## src/rtl/imem_loader.sv

```systemverilog
// imem_loader: writer side of the instruction memory.
// Packs a byte stream (low byte first) into DSIZE-bit words and writes them to
// sequential addresses starting at 0, holding the core off while loading.
// Ports:
//   clk, rst          clock, asynchronous active-low reset
//   start, load_len   begin a load of load_len words (accepted in IDLE only)
//   abort             abandon an in-progress load
//   byte_valid/_data  stream byte input, consumed when byte_ready is high
//   byte_ready        loader accepts a byte this cycle
//   wr_en/addr/data   single-cycle instruction memory write
//   cpu_hold          core held while a load is in progress
//   done              one-cycle pulse on load completion
//   len_err           sticky: last start asked for more than MAX_LINE_LENGTH words
module imem_loader #(
    parameter int unsigned ISIZE           = 16,
    parameter int unsigned DSIZE           = 16,
    parameter int unsigned MAX_LINE_LENGTH = 256
) (
    input  logic             clk,
    input  logic             rst,
    input  logic             start,
    input  logic [ISIZE-1:0] load_len,
    input  logic             abort,
    input  logic             byte_valid,
    input  logic [7:0]       byte_data,
    output logic             byte_ready,
    output logic             wr_en,
    output logic [ISIZE-1:0] wr_addr,
    output logic [DSIZE-1:0] wr_data,
    output logic             cpu_hold,
    output logic             done,
    output logic             len_err
);

    localparam logic [ISIZE-1:0] MAX_LEN = ISIZE'(MAX_LINE_LENGTH);

    typedef enum logic [2:0] {
        S_IDLE,
        S_RX_LO,
        S_RX_HI,
        S_WRITE,
        S_DONE
    } state_t;

    state_t           state_q;
    state_t           state_nxt;
    logic [ISIZE-1:0] len_q;
    logic [ISIZE-1:0] count_q;
    logic [7:0]       lo_q;

    logic             xfer_c;
    logic             last_c;
    logic [ISIZE-1:0] len_sel_c;

    assign xfer_c    = byte_valid && byte_ready;
    assign last_c    = (count_q + ISIZE'(1)) == len_q;
    assign len_sel_c = (load_len > MAX_LEN) ? MAX_LEN : load_len;

    // Next-state logic; abort wins over any same-cycle transfer or write
    always_comb begin
        state_nxt = state_q;
        case (state_q)
            S_IDLE: begin
                if (start) begin
                    state_nxt = (len_sel_c == '0) ? S_DONE : S_RX_LO;
                end
            end
            S_RX_LO: begin
                if (abort)       state_nxt = S_IDLE;
                else if (xfer_c) state_nxt = S_RX_HI;
            end
            S_RX_HI: begin
                if (abort)       state_nxt = S_IDLE;
                else if (xfer_c) state_nxt = S_WRITE;
            end
            S_WRITE: begin
                if (abort)       state_nxt = S_IDLE;
                else if (last_c) state_nxt = S_DONE;
                else             state_nxt = S_RX_LO;
            end
            S_DONE:  state_nxt = S_IDLE;
            default: state_nxt = S_IDLE;
        endcase
    end

    // State, datapath and registered outputs (outputs decoded from next state)
    always_ff @(posedge clk or negedge rst) begin
        if (!rst) begin
            state_q    <= S_IDLE;
            len_q      <= '0;
            count_q    <= '0;
            lo_q       <= '0;
            byte_ready <= 1'b0;
            wr_en      <= 1'b0;
            wr_addr    <= '0;
            wr_data    <= '0;
            cpu_hold   <= 1'b0;
            done       <= 1'b0;
            len_err    <= 1'b0;
        end else begin
            state_q    <= state_nxt;
            byte_ready <= (state_nxt == S_RX_LO) || (state_nxt == S_RX_HI);
            wr_en      <= (state_nxt == S_WRITE);
            cpu_hold   <= (state_nxt != S_IDLE);
            done       <= (state_nxt == S_DONE);

            case (state_q)
                S_IDLE: begin
                    if (start) begin
                        len_q   <= len_sel_c;
                        len_err <= (load_len > MAX_LEN);
                        wr_addr <= '0;
                        count_q <= '0;
                    end
                end
                S_RX_LO: begin
                    if (!abort && xfer_c) lo_q <= byte_data;
                end
                S_RX_HI: begin
                    if (!abort && xfer_c) wr_data <= DSIZE'({byte_data, lo_q});
                end
                S_WRITE: begin
                    if (!abort) begin
                        count_q <= count_q + ISIZE'(1);
                        // Hold the address on the final word so it never passes depth-1
                        if (!last_c) wr_addr <= wr_addr + ISIZE'(1);
                    end
                end
                default: ;
            endcase
        end
    end

endmodule
```

## config.mk

```make
export PLATFORM = sky130hd
export DESIGN_NAME = imem_loader
export DESIGN_NICKNAME = d
export VERILOG_FILES = /design/src/rtl/imem_loader.sv
export SDC_FILE = /design/constraint.sdc
export NUM_CORES = 1
export LEC_CHECK = 0
export CAP_MARGIN = 20
export CORE_MARGIN = 1
export CORE_UTILIZATION = 30
export DETAILED_ROUTE_END_ITERATION = 10
export GPL_TIMING_DRIVEN = 0
export PLACE_DENSITY = 0.6
export SYNTH_ARGS = -nofsm -noshare
export SYNTH_HDL_FRONTEND = slang
export SYNTH_SLANG_ARGS = --single-unit
```

## constraint.sdc

```tcl
create_clock -name clk -period 5.6 [get_ports clk]
set_input_delay 1.68 -clock clk [delete_from_list [all_inputs] [get_ports clk]]
set_output_delay 1.68 -clock clk [all_outputs]
set_load 0.005 [all_outputs]
```

# Word-level counts from Yosys, hierarchy flattened
# Index checks and enable logic that the tools add are counted.
# classes
add_sub_neg	2
order_cmp	1
n_eq_ne	11
mux	16
n_reduce_logical	13
# ops
cell	count
$mux W16	5
$pmux W16 S2	2
$add A16 B1 Y16 const B	2
$mux W3	8
$eq A16 B16 Y1	1
$gt A16 B9 Y1 const B	1
$logic_not A16 Y1	1
$eq A3 B2 Y1 const B	4
$pmux W3 S4	1
$eq A3 B1 Y1 const B	2
$ne A2 B2 Y1 const B	3
$reduce_and A2 Y1	3
$reduce_and A4 Y1	1
$eq A3 B3 Y1 const B	1
$logic_not A3 Y1	1
$reduce_and A3 Y1	1
$reduce_bool A3 Y1	1
$logic_and A1 B1 Y1	2
$reduce_bool A2 Y1	1
$logic_not A1 Y1	1
$logic_or A1 B1 Y1	1
# totals
register_bits	80
output_inout_bits	37
word_cells	54

# Depth between registers and ports, before layout
# logic_depth
word_depth	8
depth_mapped	10

# Worst setup path after synthesis
# OpenSTA, ideal clock, no wires.
# synth_path
kind	input -> register
start	input port start
end	register len_q[0]
setup_time_ns	0.069
arrival_time_ns	3.043
required_time_ns	5.531
path_slack_ns	2.488
stages	5
n_path_buf	1
path_cell_list	nand2_1 or2_2 clkbuf_1 a211oi_1 a22o_1
# synth_between
elab_chain_cells	1
# synth_lines
item	line_no	text
from (decl)	21	input logic start,
$reduce_and A2 Y1 (no source line)	n/a	
to (signal assigned)	110	len_q <= len_sel_c;
to (decl)	47	logic [ISIZE-1:0] len_q;
# No other way between the ends.
# A chain may end at the register's enable or synchronous reset.

# Final worst setup path
# Ends and elaborated chain as after synthesis.

==> out/summary.txt <==
Fin. max-slew vios: 0
Global route overflow: 0
CTS tree: built
GPL Wtd Cong: 0.870
Family with the most delay on the worst path: compound AO/OA/AOI/OAI gates
Actual slew at the worst max-slew pin: 0.987 ns
Power per cell area: 309 nW/um2
RSZ-0062 raised after global routing: no
Syn nets: 463
Num rows: 42
Prevailing post-synth register cell: dfrtp_1
Reg2reg setup slack: 2.26 ns
Top cell type by total area after synthesis: dfrtp_1
Post-synth ARST share: 100%
DR vias/cell: 5.08
Design Area, Final: 5330 um2
DIE HEIGHT: 119 um
Synthesized cell area: 4140 um2
Port Buffers: 65
Worst Path Max Fanout: 9
Core ar.: 13300 um2
DRT antenna net count: 0
Final setup vio count: 0
Crit path DAT: 3.93 ns
Max_cap viols: 0
DR WL/cell: 15.3 um
Max H-tree Level: 3
Number of post-CTS setup repair buffers: 0
Placed Area: 5030 um2
Vias in the first global route: 3437
Period utilisation layout: 65.2%
Req. time, crit path: 5.88 ns
Layout Nets: 540
First-pass GRT wire length: 17500 um
Top cell type's share of synthesized area: 48.4%
WP buf/inv: 2
Final Hold Viols: 0
Period minus WS final: 3.65 ns
Clock tree buffer depth: 2
TNS Setup: 0 ns
Cell total after placement: 674
Largest net degree at the start of global routing: 58
Worst-skew pair later-pin latency: 0.35 ns
Number of synthesized flops with an enable pin: 0
Synth top cells by count: 82 x nand2_1, 80 x dfrtp_1, 32 x o21ai_0
Max-Slew Margin vs Limit: 33.8%
Initial antenna violation count: 0
Syn avg cell area: 9.58 um2
Share of cells above drive strength 1: 9.92%
DRC errors left: 0
Fillcell total: 1336
# diodes: 0
Final WL: 10500 um
Sequential-to-total area share from yosys stat: 48.4%
Worst-path clk slew: 0.07 ns
Number of hold buffers added after cts: 0
Most common cell in the netlist: nand2_1
Drt first-iter violations: 165
IO Count: 66
Critical path endpoint category: register
#FFs+latches synth: 80
Cells after synthesis: 432
Die width: 119 um
GRT Resource Usage Total: 15.4%
Fin cells: 690
P_leak: 2.30 nW
Slowest-stage cell, CP: a211oi_1
Area delta synth->final: 28.7%
Worst-path cell chain: clkdlybuf4s50_1 -> nand2_1 -> or2_2 -> clkbuf_1 -> a211oi_1 -> a22o_1
Post-synth cell types: 58
CP max stage delay: 0.81 ns
Power Total: 1.65 mW
Starting Density: 31.0%
DPL Wire Length: 7640 um
Num CTS Buffers: 9
Ranking of synthesized cells by area: dfrtp_1 48%, nand2_1 7.4%, o21ai_0 3.9%, nand3_1 2.8%, nor2_1 2.5%
Resize count post-CTS: 0
Yosys warns: 0
Fmax: 0.274 GHz
Clk_skew: 0.0110 ns
CTS sink cnt: 80
WS Path Type: input port to register
Vias: 3502
Outcome: finished clean
Peak supply drop: 0.168 mV
Die area: 14300 um2
CTS root buf: clkbuf_16
Crit start category: input port
Pre-Repair DR Iteration Count: 4
Worst Hold Class: register to register
[through the flow]
stage	utilization (%)	hold slack (ns)	setup WS (ns)
after floorplan	-	0.433	2.49
after global placement	37.5	0.444	-0.168
after detailed placement	37.7	0.460	1.63
after CTS	39.9	0.477	1.99
after global routing	39.9	0.493	1.78
final	39.9	0.474	1.95
[cells in the final DEF, fill, tap and decap left out, types with 4 or more instances in the layout]
master,n
nand2_1,82
dfrtp_1,80
clkdlybuf4s50_1,64
o21ai_0,32
nor2_1,28
nand3_1,23
xnor2_1,12
clkbuf_1,11
a21oi_1,11
and2_1,11
or4_1,10
xor2_1,10
a22o_1,10
o211ai_1,9
clkbuf_16,9
mux2_2,8
nand4_1,7
o31ai_1,7
nor4_1,6
nor3_1,6
inv_1,5
nor2b_1,4
mux2i_1,4
buf_6,4
and3_1,4
[layer usage]
metal	vias to the layer above	routed length (um)	track usage (%)
li1	1702	-	-
met4	0	249	6.48
met1	1708	4780	20.1
met3	19	471	3.59
met5	-	0	0
met2	73	5040	24.5
[area by class of cell]
type	instances	area, um2	share of cell area, %
Tap cell	176	220	4.13
Sequential cell	80	2000	37.6
Buffer	19	135	2.54
Clock inverter	7	67.6	1.27
Clock buffer	9	225	4.23
Timing Repair Buffer	66	676	12.7
Inverter	6	22.5	0.423
Multi-Input combinational cell	327	1980	37.1
[registers in the layout, summed over array words and instances (netlist names)]
name,cells
count_q,16
len_q,16
wr_addr,16
wr_data,16
lo_q,8
state_q,3
byte_ready,1
cpu_hold,1
done,1
len_err,1
wr_en,1
[cells by family (layout without fill, tap and decap cells)]
| kind of cell | after synthesis | in the layout | synth area share, % |
|---|---|---|---|
| simple gates | 201 | 201 | 24.8 |
| compound gates | 89 | 89 | 14.3 |
| xor+xnor | 22 | 22 | 4.66 |
| buf+inv | 25 | 107 | 3.81 |
| mux | 13 | 13 | 3.42 |
| flops | 80 | 80 | 48.4 |
| fa+ha+maj | 2 | 2 | 0.605 |
[path summary, 6_finish.rpt]
check,startpoint,end,depth (start not counted)
max in group asynchronous,rst,wr_addr[4]$_DFFE_PN0P_,2
worst min-delay path,wr_data[15]$_DFFE_PN0P_,wr_data[15]$_DFFE_PN0P_,2
min in group asynchronous,rst,done$_DFF_PN0_,1
worst max register to register,count_q[0]$_DFFE_PN0P_,wr_addr[1]$_DFFE_PN0P_,9
worst min register to register,wr_data[15]$_DFFE_PN0P_,wr_data[15]$_DFFE_PN0P_,2
worst max-delay path,start,len_q[0]$_DFFE_PN0P_,6
[report_power, final]
| part | internal, mW | switching (mW) | leakage, nW |
|---|---|---|---|
| Sequential | 0.662 | 0.0588 | 1.09 |
| Clock | 0.315 | 0.275 | 0.143 |
| Combinational | 0.172 | 0.164 | 1.07 |
| Total | 1.15 | 0.497 | 2.30 |
[worst register-to-register path, cell delays in order, from the launching register on]
cell and delay, ns:
dfrtp_1 0.49, ha_1 0.30, nand3_1 0.29, or4_1 0.66
a211oi_1 0.24, a311oi_1 0.10, nand4b_2 0.40, o21ai_2 0.41
a21oi_1 0.11, a31o_2 0.22
Power figures use the tool's default switching activity.
